$ cat src/rtl/fmul_pkg.sv
// Shared types and derived-constant helpers for the pipelined FP multiplier.
package fmul_pkg;

  typedef enum logic [1:0] {
    FP_ZERO = 2'd0,
    FP_NORM = 2'd1,
    FP_INF  = 2'd2,
    FP_NAN  = 2'd3
  } fp_class_e;

  // Width-independent special-case summary carried down the pipe with each op.
  typedef struct packed {
    logic      sign;
    fp_class_e cls;
  } fp_kind_t;

  function automatic int unsigned bit_w(input int unsigned exp_w, input int unsigned m_w);
    return 32'd1 + exp_w + m_w;
  endfunction

  function automatic int unsigned bias(input int unsigned exp_w);
    return (32'd1 << (exp_w - 32'd1)) - 32'd1;
  endfunction

  function automatic int unsigned exp_max(input int unsigned exp_w);
    return (32'd1 << exp_w) - 32'd1;
  endfunction

  // Class of the product, resolved with NaN > inf > zero precedence.
  function automatic fp_class_e combine_cls(input fp_class_e a, input fp_class_e b);
    if (a == FP_NAN || b == FP_NAN ||
        (a == FP_INF && b == FP_ZERO) || (a == FP_ZERO && b == FP_INF)) return FP_NAN;
    if (a == FP_INF || b == FP_INF) return FP_INF;
    if (a == FP_ZERO || b == FP_ZERO) return FP_ZERO;
    return FP_NORM;
  endfunction

endpackage

$ cat src/rtl/fp_classify.sv
// Combinational operand classifier; denormals are treated as zero.
module fp_classify
  import fmul_pkg::*;
#(
  parameter int unsigned EXP_W = 8,
  parameter int unsigned M_W   = 23
) (
  input  logic [EXP_W-1:0] exp_i,
  input  logic [M_W-1:0]   man_i,
  output fp_class_e        cls_c
);

  always_comb begin
    cls_c = FP_NORM;
    if (exp_i == '0) begin
      cls_c = FP_ZERO;
    end else if (&exp_i) begin
      cls_c = (man_i == '0) ? FP_INF : FP_NAN;
    end
  end

endmodule

$ cat src/rtl/fmul_pipe.sv
// Three-stage floating-point multiplier with valid/ready flow control and tag passthrough.
// Build option FMUL_PIPE_RNE_EN selects round-to-nearest-even; default build truncates.
module fmul_pipe
  import fmul_pkg::*;
#(
  parameter int unsigned EXP_W = 8,
  parameter int unsigned M_W   = 23,
  parameter int unsigned TAG_W = 4
) (
  input  logic                 clk,
  input  logic                 rst_n,
  input  logic                 in_valid,
  output logic                 in_ready,
  input  logic [EXP_W+M_W:0]   a_in,
  input  logic [EXP_W+M_W:0]   b_in,
  input  logic [TAG_W-1:0]     tag_in,
  output logic                 out_valid,
  input  logic                 out_ready,
  output logic [EXP_W+M_W:0]   result,
  output logic [TAG_W-1:0]     tag_out,
  output logic                 flag_ovf,
  output logic                 flag_unf
);

  localparam int unsigned BIT_W   = bit_w(EXP_W, M_W);
  localparam int unsigned BIAS    = bias(EXP_W);
  localparam int unsigned EXP_MAX = exp_max(EXP_W);
  localparam int unsigned SEW     = EXP_W + 2;
  localparam int unsigned PW      = 2 * (M_W + 1);

  typedef struct packed {
    logic             valid;
    fp_kind_t         kind;
    logic [SEW-1:0]   exp;
    logic [PW-1:0]    prod;
    logic [TAG_W-1:0] tag;
  } s1_t;

  typedef struct packed {
    logic             valid;
    fp_kind_t         kind;
    logic [SEW-1:0]   exp;
    logic [M_W-1:0]   frac;
`ifdef FMUL_PIPE_RNE_EN
    logic             guard;
    logic             sticky;
`endif
    logic [TAG_W-1:0] tag;
  } s2_t;

  typedef struct packed {
    logic             valid;
    logic [BIT_W-1:0] res;
    logic [TAG_W-1:0] tag;
    logic             ovf;
    logic             unf;
  } s3_t;

  s1_t            s1_d, s1_q;
  s2_t            s2_d, s2_q;
  s3_t            s3_d, s3_q;
  logic           adv_c;
  fp_class_e      cls_a_c, cls_b_c;
  logic [M_W:0]   mant_r_c;
  logic [SEW-1:0] exp_r_c;

  // Whole pipe moves together; a stalled output freezes every stage.
  assign adv_c    = ~s3_q.valid | out_ready;
  assign in_ready = adv_c;

  fp_classify #(.EXP_W(EXP_W), .M_W(M_W)) u_cls_a (
    .exp_i (a_in[M_W +: EXP_W]),
    .man_i (a_in[M_W-1:0]),
    .cls_c (cls_a_c)
  );

  fp_classify #(.EXP_W(EXP_W), .M_W(M_W)) u_cls_b (
    .exp_i (b_in[M_W +: EXP_W]),
    .man_i (b_in[M_W-1:0]),
    .cls_c (cls_b_c)
  );

  // Stage 1: classify, sign, biased exponent sum, full mantissa product.
  always_comb begin
    s1_d           = '0;
    s1_d.valid     = in_valid;
    s1_d.kind.sign = a_in[BIT_W-1] ^ b_in[BIT_W-1];
    s1_d.kind.cls  = combine_cls(cls_a_c, cls_b_c);
    s1_d.exp       = SEW'(a_in[M_W +: EXP_W]) + SEW'(b_in[M_W +: EXP_W]) - SEW'(BIAS);
    s1_d.prod      = PW'({1'b1, a_in[M_W-1:0]}) * PW'({1'b1, b_in[M_W-1:0]});
    s1_d.tag       = tag_in;
  end

  // Stage 2: product lies in [1,4); normalise to [1,2) and split off G/S.
  always_comb begin
    s2_d       = '0;
    s2_d.valid = s1_q.valid;
    s2_d.kind  = s1_q.kind;
    s2_d.tag   = s1_q.tag;
    s2_d.exp   = s1_q.exp + SEW'(s1_q.prod[PW-1]);
    if (s1_q.prod[PW-1]) begin
      s2_d.frac   = s1_q.prod[PW-2 -: M_W];
`ifdef FMUL_PIPE_RNE_EN
      s2_d.guard  = s1_q.prod[PW-2-M_W];
      s2_d.sticky = |s1_q.prod[PW-3-M_W:0];
`endif
    end else begin
      s2_d.frac   = s1_q.prod[PW-3 -: M_W];
`ifdef FMUL_PIPE_RNE_EN
      s2_d.guard  = s1_q.prod[PW-3-M_W];
      s2_d.sticky = |s1_q.prod[PW-4-M_W:0];
`endif
    end
  end

`ifdef FMUL_PIPE_RNE_EN
  assign mant_r_c = {1'b0, s2_q.frac} + (M_W+1)'(s2_q.guard & (s2_q.sticky | s2_q.frac[0]));
`else
  logic unused_lsb_c;
  assign unused_lsb_c = ^s1_q.prod[M_W-1:0];
  assign mant_r_c     = {1'b0, s2_q.frac};
`endif

  // Rounding carry turns 1.11..1 into 10.0; fraction is already zero then.
  assign exp_r_c = s2_q.exp + SEW'(mant_r_c[M_W]);

  // Stage 3: special values first, then exponent range, then normal pack.
  always_comb begin
    s3_d       = '0;
    s3_d.valid = s2_q.valid;
    s3_d.tag   = s2_q.tag;
    if (s2_q.kind.cls == FP_NAN) begin
      s3_d.res = {1'b0, {EXP_W{1'b1}}, 1'b1, {(M_W-1){1'b0}}};
    end else if (s2_q.kind.cls == FP_INF) begin
      s3_d.res = {s2_q.kind.sign, {EXP_W{1'b1}}, {M_W{1'b0}}};
    end else if (s2_q.kind.cls == FP_ZERO) begin
      s3_d.res = {s2_q.kind.sign, {(BIT_W-1){1'b0}}};
    end else if (!exp_r_c[SEW-1] && (exp_r_c >= SEW'(EXP_MAX))) begin
      s3_d.res = {s2_q.kind.sign, {EXP_W{1'b1}}, {M_W{1'b0}}};
      s3_d.ovf = 1'b1;
    end else if (exp_r_c[SEW-1] || (exp_r_c == '0)) begin
      s3_d.res = {s2_q.kind.sign, {(BIT_W-1){1'b0}}};
      s3_d.unf = 1'b1;
    end else begin
      s3_d.res = {s2_q.kind.sign, exp_r_c[EXP_W-1:0], mant_r_c[M_W-1:0]};
    end
  end

  always_ff @(posedge clk or negedge rst_n) begin
    if (!rst_n) begin
      s1_q <= '0;
      s2_q <= '0;
      s3_q <= '0;
    end else if (adv_c) begin
      s1_q <= s1_d;
      s2_q <= s2_d;
      s3_q <= s3_d;
    end
  end

  assign out_valid = s3_q.valid;
  assign result    = s3_q.res;
  assign tag_out   = s3_q.tag;
  assign flag_ovf  = s3_q.ovf;
  assign flag_unf  = s3_q.unf;

endmodule

$ cat config.mk
export PLATFORM = sky130hd
export DESIGN_NAME = fmul_pipe
export DESIGN_NICKNAME = d
export VERILOG_FILES = /design/src/rtl/fmul_pkg.sv /design/src/rtl/fp_classify.sv /design/src/rtl/fmul_pipe.sv
export SDC_FILE = /design/constraint.sdc
export NUM_CORES = 2
export LEC_CHECK = 0
export ABC_AREA = 0
export CAP_MARGIN = 0
export CORE_MARGIN = 4
export CORE_UTILIZATION = 55
export CTS_BUF_LIST = sky130_fd_sc_hd__clkbuf_4 sky130_fd_sc_hd__clkbuf_8
export DETAILED_ROUTE_END_ITERATION = 12
export PLACE_DENSITY = 0.78
export SLEW_MARGIN = 25
export SYNTH_ARGS = -nofsm -noshare
export SYNTH_HDL_FRONTEND = slang
export SYNTH_HIERARCHICAL = 1
export SYNTH_SLANG_ARGS = --single-unit
$ cat constraint.sdc
create_clock -name clk -period 2.8 [get_ports clk]
set_input_delay 0.84 -clock clk [delete_from_list [all_inputs] [get_ports clk]]
set_output_delay 0.84 -clock clk [all_outputs]
set_load 0.01 [all_outputs]
# Yosys cells after proc, flatten, opt, wreduce, memory -nomap -nowiden
# Index checks and enable logic that the tools add are counted.
# Widths: inputs -> output; s select.
classes:
  n_addsub: 3
  mul: 1
  div: 0
  n_lt_le_gt_ge: 1
  n_eq_ne: 6
  n_shift: 0
  mux: 30
  n_bitwise: 3
  reduce_logical: 20
ops:
  columns: ["cell", "n"]
  rows:
  - ["$mux 31", 4]
  - ["$mul 24x24->48", 1]
  - ["$logic_not 23->1", 2]
  - ["$mux 32", 1]
  - ["$mux 2", 13]
  - ["$mux 23", 1]
  - ["$logic_not 8->1", 2]
  - ["$reduce_and 8->1", 2]
  - ["$eq 2x2->1 const B", 6]
  - ["$mux 1", 11]
  - ["$add 10x1->10", 1]
  - ["$ge 10x8->1 const B", 1]
  - ["$logic_not 10->1", 1]
  - ["$sub 9x7->10 const B", 1]
  - ["$add 8x8->9", 1]
  - ["$logic_not 2->1", 3]
  - ["$logic_or 1x1->1", 6]
  - ["$logic_and 1x1->1", 3]
  - ["$logic_not 1->1", 1]
  - ["$not 1->1", 1]
  - ["$or 1x1->1", 1]
  - ["$xor 1x1->1", 1]
word_totals:
  regBits: 146
  latchBits: 0
  ram_bits: 0
  romBits: 0
  in_bits: 72
  wordCells: 81
  memories: 0

# Logic depth before layout (Yosys ltp)
logic_depth:
  word_depth: 15
  ltp_mapped: 25

# Modules after synthesis
# Netlist, hierarchy kept.
by_module_without_submodules:
  columns: ["module", "n_inst", "cells_per_inst", "area_per_inst_um2", "seq_area_each_um2"]
  rows:
  - ["fmul_pipe", 1, 2563, 23467.5, 3078.0]
  - ["fp_classify", 2, 14, 96.3, 0.0]

# Worst setup path before layout
# OpenSTA, ideal clock, no wires.
synth_path:
  path_kind: "input -> register"
  startpoint: "input port b_in[3]"
  endpoint: "register s1_q[50] in the netlist's numbering"
  setup_ns: 0.143
  arrival_time_ns: 6.750
  required_ns: 2.657
  slack_ns: -4.093
  cell_stages: 25
  n_path_buf: 1
  path_cell_list: "clkbuf_1 nand2_1 fa_1 inv_1 fa_1 inv_1 fa_1 inv_1 fa_1 inv_1 fa_1 inv_1 fa_1 inv_1 fa_1 inv_1 ha_1 and3_1 and3_1 o2111ai_1 and2_4 o211a_4 a211oi_4 o2111a_1 a311oi_2"
synth_via:
  elab_chain_cells: 1
synth_lines:
  columns: ["item", "line", "text"]
  rows:
  - ["from (decl)", "fmul_pipe.sv:15", "input logic [EXP_W+M_W:0] b_in,"]
  - ["$mul 24x24->48", "fmul_pipe.sv:90", "s1_d.prod = PW'({1'b1, a_in[M_W-1:0]}) * PW'({1'b1, b_in[M_W-1:0]});"]
  - ["to (signal assigned)", "fmul_pipe.sv:151", "s1_q <= '0;"]
  - ["to (signal assigned)", "fmul_pipe.sv:155", "s1_q <= s1_d;"]
  - ["to (decl)", "fmul_pipe.sv:59", "s1_t s1_d, s1_q;"]
# No other way between the ends.
# A chain may end at the register's enable or synchronous reset.

# Worst setup path in the final report
layout_path:
  startpoint: "input port b_in[12]"
  endpoint: "register s1_q[51] in the netlist's numbering"
# The elaborated chain is that of the path after synthesis.

==> results list <==
- In the final routed layout, each cell accounts on average for 21.8 um.
- The first global-routing pass estimated around 120,000 um of wire.
* Area of the multi-input gates: around 19,000 um^2
* Worst Path Arrival: 7.60 ns
- For this configuration, the core starts out at a cell density of 56.0%.
- Mean instance size in the synthesized netlist: 9.13 um^2
- Number of antenna violations at the first check in global routing: 2
- Biggest fanout along the worst timing path: 6
- CTS clk-pin slew, worst paths: ~0.07 ns
- After synthesis the netlist holds a flip-flop and latch count of between 100 and 150.
- Share of the yosys chip area belonging to registers: 13.0%
* Source of the critical timing path: b_in[12]
- Endpoint of the worst-slack reg-to-reg timing path: result[8]
* Core area: 42,200 um^2
- In the global route stage, met1 resource usage came out at 36.9%.
* Gate Count Post-Synth: 2,591
* Number of buffers created by CTS: 17
* Critical path launch point type: primary input
- The die covers ~46,000 um^2.
- Routability-driven placement congestion ratio: 0.977
* Number of iterations in the first detailed-routing pass: 7
- Worst hold slack across all endpoints: between 0.3 and 0.4 ns
- Combinational family with the most area after synthesis: adder cells
* Number of flops mapped to enable cells by yosys: 0
- Standard cell area after detailed placement: 28,000 um^2
* Unrepaired setup endpoints after global routing: yes
* ANT nets after route: 0
- TritonCTS built the clock tree.
* Vias in the first global route: 22.7k
- Pin placement for this block handled between 100 and 150 I/O pins.
- The clock tree synthesis step divided the H-tree into 4 levels.
- The worst hold path belongs to the class primary input to asynchronous set/reset pin.
- The synthesized design devotes to its leading area cell type 40.8% of total area.
- Worst setup EP type: flop
- After synthesis, the share of flip-flops with an asynchronous set or reset is 100%.
* XOR/XNOR Fraction of Synth Area: 1.04%
- The number of max-slew violations in the final report is 0.
- Count of unresolved DRC violations after routing: 0
* X dimension of the die: 215 um
* GR Util met3: 7.96%
* Skew final: 0.0160 ns
- Highest clock rate: around 0.14 GHz
- Of the cells placed in the final design, the portion with a size suffix greater than 1 is between 20% and 30%.
- The number of endpoints with negative hold slack in the final report was 0.
* Worst setup margin: -4.49 ns
- With fillers left out, the area of the finished cells amounts to around 31,000 um^2.
- Sinks on Clock Net: 123
- The cell area that synthesis handed to floorplanning was about 24,000 um^2.
- Measured against its own limit, the worst slew margin works out to 47.4%.
- In the synthesized netlist the dominant register cell turns out to be sky130_fd_sc_hd__dfrtp_1.
* Diodes inserted: 0
- Port buffering added approximately 110 buffers.
* Layer carrying the most global-route usage: met2
- Max-cap violations in this run came to 0.
* Required time worst endpoint: 3.10 ns
* Total congestion overflow: 0
- The synthesized netlist contains 67 unique library cells.
- Entering global routing, the biggest net connects 126 pins.
* Final period demand of the worst path: 7.29 ns
- Violations in the final reports: negative setup slack
* Worst reg-to-reg path cell count: 8
- Vias per Instance: around 5.7
- Synth top area cells: sky130_fd_sc_hd__fa_1, sky130_fd_sc_hd__dfrtp_1, sky130_fd_sc_hd__ha_1, sky130_fd_sc_hd__inv_1, sky130_fd_sc_hd__nand2_1
* Fillers: 2,748
* Compound-cell area share of the yosys netlist: 6.59%
- The die is 215 um tall.
* Part of the cycle the worst path needs: 261%
- Placement-stage worst setup slack: -4.89 ns
* Reg2Reg Launch Point: s2_q[29]
- After the last flow step, the layout net total stands at 3,760.
- Following the worst setup path forward leads to its endpoint at s1_q[51].
* Yosys warns: 6
* Number of non-filler instances in the completed layout: 3,572
- Of the total synthesized cell area, the portion taken by full adders, half adders and majority gates is 50.6%.
- Detailed placement finished with a half-perimeter wire length of 55,300 um.
- Type of the worst setup path: primary input to flop
- Clock tree root buffer cell: sky130_fd_sc_hd__clkbuf_8
- Measured slew at the worst slew-check pin: 0.786 ns
- Post-synthesis cell type with the largest combined area: sky130_fd_sc_hd__fa_1
* FF/Latch Area: 3080 um^2
- Routed WL: 77,700 um
* Met2 demand-to-capacity share in global routing: 54.9%
- Outcome: finished with violations
- Simple-gate share of the synthesized area: 16.5%
- The later pin in the worst-skew pair is clocked with a latency of roughly 0.43 ns.
- Total placed cells including tap cells: 3,422
* Register-to-Register Setup Slack: around 0.97 ns
- Violation count after the first detailed-routing iteration: 1,775
- In this run the core area contains 75 standard-cell rows.
* Final setup vio count: 25
- The routed layout has 20.5k vias.
- Layout overhead on the synthesized area: 29.0%
- The number of nets handed over by synthesis was 3,331.
- Max clock buf depth: 2
- Hold repair after CTS inserted 0 buffers.
- Post-synthesis mux area share: under 10%
* Tot GR Track Use: 32.3%
==> cell families after synthesis <==
group,Yosys count
and+or+nand+nor,810
muxes,25
adders and majority gates,668
buffers and inverters,703
DFF,123
AOI/OAI and AO/OA,234
xor gates and xnor gates,28
==> cells in the mapped netlist, drive strengths merged (4+ instances only) <==
cell type    n
a21oi       57
o221ai       4
o211ai       7
nand3       16
nand4       10
nor2b        4
a22o        22
o21bai       4
nor2        68
o21ai       63
or4          5
o21a        10
fa         482
mux2i       23
buf         10
clkbuf     111
nand2      402
dfrtp      123
inv        579
ha         186
a21o        26
nor4        13
o31ai        7
xnor2       17
xor2        11
nor3        17
and4         6
and3        11
a211oi       5
a21boi       4
nor3b        4
and2       241
==> routing by layer <==
metal / vias to the layer above / share of wire [%]
li1: 8646 / -
met1: 10200 / 33
met2: 1134 / 49
met3: 445 / 9.4
met4: 4 / 8.1
met5: - / 0.039
==> sequential cells by signal, summed over array words and instances (netlist names) <==
name / flops
flag_ovf: 1
flag_unf: 1
mant_r_c: 23
out_valid: 1
result: 32
s1_q: 43
s2_q: 18
tag_out: 4
==> how the worst min path moves through the flow <==
stage | startpoint | endpoint | slack (ns) | cells after the start
2_1_floorplan | s2_q[40] | s2_q[40] | 0.43 | 2
6_report | rst_n | s1_q[64] | 0.39 | 1
5_1_grt | rst_n | s1_q[64] | 0.40 | 1
4_1_cts | rst_n | s1_q[64] | 0.39 | 1
3_3_place_gp | s2_q[40] | s2_q[40] | 0.44 | 2
3_5_place_dp | s2_q[40] | s2_q[40] | 0.45 | 2
==> through the flow <==
stage	TNS [ns]	util, %
2_1_floorplan	-89.08	-
3_3_place_gp	-116.95	66.4
3_5_place_dp	-120.25	66.4
4_1_cts	-95.79	71.0
5_1_grt	-109.32	72.3
6_report	-107.63	72.3
==> cell type report <==
class,count,area share [%]
clock buffers,20,0.902
clock inverters,12,0.525
inverters,582,7.26
multi-input cells,1765,61.7
flip-flops and latches,123,10.1
well taps,539,2.21
repair buffers,531,17.3
==> critical path, stage by stage <==
cell and delay, ns:
sky130_fd_sc_hd__buf_2 0.11, sky130_fd_sc_hd__buf_12 0.14, sky130_fd_sc_hd__inv_8 0.04, sky130_fd_sc_hd__nor2_1 0.59, sky130_fd_sc_hd__fa_1 0.52, sky130_fd_sc_hd__inv_1 0.12
sky130_fd_sc_hd__fa_1 0.48, sky130_fd_sc_hd__fa_2 0.38, sky130_fd_sc_hd__fa_1 0.53, sky130_fd_sc_hd__inv_2 0.05, sky130_fd_sc_hd__fa_2 0.48, sky130_fd_sc_hd__fa_1 0.56
sky130_fd_sc_hd__inv_2 0.05, sky130_fd_sc_hd__fa_1 0.51, sky130_fd_sc_hd__inv_2 0.06, sky130_fd_sc_hd__ha_4 0.28, sky130_fd_sc_hd__buf_6 0.11, sky130_fd_sc_hd__o21ai_4 0.05
sky130_fd_sc_hd__a21oi_4 0.16, sky130_fd_sc_hd__o211ai_1 0.18, sky130_fd_sc_hd__or2_4 0.30, sky130_fd_sc_hd__o211ai_1 0.31, sky130_fd_sc_hd__nand2_1 0.19, sky130_fd_sc_hd__o2111a_1 0.27
sky130_fd_sc_hd__a221o_1 0.25
==> cells in the final DEF, fill, tap and decap left out, types with 7 or more instances in the layout <==
| cell | netlist | routed |
|---|---|---|
| sky130_fd_sc_hd__inv_1 | 579 | 530 |
| sky130_fd_sc_hd__fa_1 | 482 | 436 |
| sky130_fd_sc_hd__nand2_1 | 401 | 381 |
| sky130_fd_sc_hd__buf_4 | 0 | 313 |
| sky130_fd_sc_hd__and2_1 | 240 | 203 |
| sky130_fd_sc_hd__ha_1 | 186 | 168 |
| sky130_fd_sc_hd__dfrtp_1 | 123 | 123 |
| sky130_fd_sc_hd__nor2_1 | 67 | 63 |
| sky130_fd_sc_hd__clkdlybuf4s50_1 | 0 | 60 |
| sky130_fd_sc_hd__buf_6 | 0 | 53 |
| sky130_fd_sc_hd__o21ai_0 | 62 | 52 |
| sky130_fd_sc_hd__buf_12 | 0 | 48 |
| sky130_fd_sc_hd__fa_2 | 0 | 46 |
| sky130_fd_sc_hd__inv_2 | 0 | 44 |
| sky130_fd_sc_hd__a21oi_1 | 57 | 42 |
| sky130_fd_sc_hd__and2_4 | 1 | 38 |
| sky130_fd_sc_hd__a21o_1 | 26 | 26 |
| sky130_fd_sc_hd__mux2i_1 | 23 | 23 |
| sky130_fd_sc_hd__a22o_1 | 22 | 22 |
| sky130_fd_sc_hd__clkbuf_8 | 0 | 20 |
| sky130_fd_sc_hd__ha_4 | 0 | 17 |
| sky130_fd_sc_hd__buf_2 | 0 | 17 |
| sky130_fd_sc_hd__nand2_2 | 1 | 15 |
| sky130_fd_sc_hd__xnor2_1 | 17 | 14 |
| sky130_fd_sc_hd__a21oi_2 | 0 | 12 |
| sky130_fd_sc_hd__nand3_1 | 16 | 12 |
| sky130_fd_sc_hd__bufbuf_16 | 0 | 11 |
| sky130_fd_sc_hd__nand4_1 | 10 | 10 |
| sky130_fd_sc_hd__nor3_1 | 16 | 10 |
| sky130_fd_sc_hd__xor2_1 | 11 | 10 |
| sky130_fd_sc_hd__nor4_1 | 11 | 10 |
| sky130_fd_sc_hd__o21a_1 | 10 | 9 |
| sky130_fd_sc_hd__clkinvlp_4 | 0 | 7 |
| sky130_fd_sc_hd__and3_1 | 11 | 7 |
| sky130_fd_sc_hd__o211ai_1 | 7 | 7 |
| sky130_fd_sc_hd__nor3_2 | 1 | 7 |
| sky130_fd_sc_hd__dlygate4sd2_1 | 0 | 7 |
| sky130_fd_sc_hd__buf_8 | 0 | 7 |
==> what timing repair did <==
| action | CTS | global route |
|---|---|---|
| hold endpoints to repair | 0 | 0 |
| setup buffers | 89 | 25 |
| gates cloned | 16 | 0 |
| setup endpoints to repair | 30 | 29 |
| resized for setup | 278 | 183 |
| pin swaps | 121 | 163 |
Power is left out: the tool's default activity adds up to more than one toggle a clock period on the data nets, which glitch-free logic cannot reach.
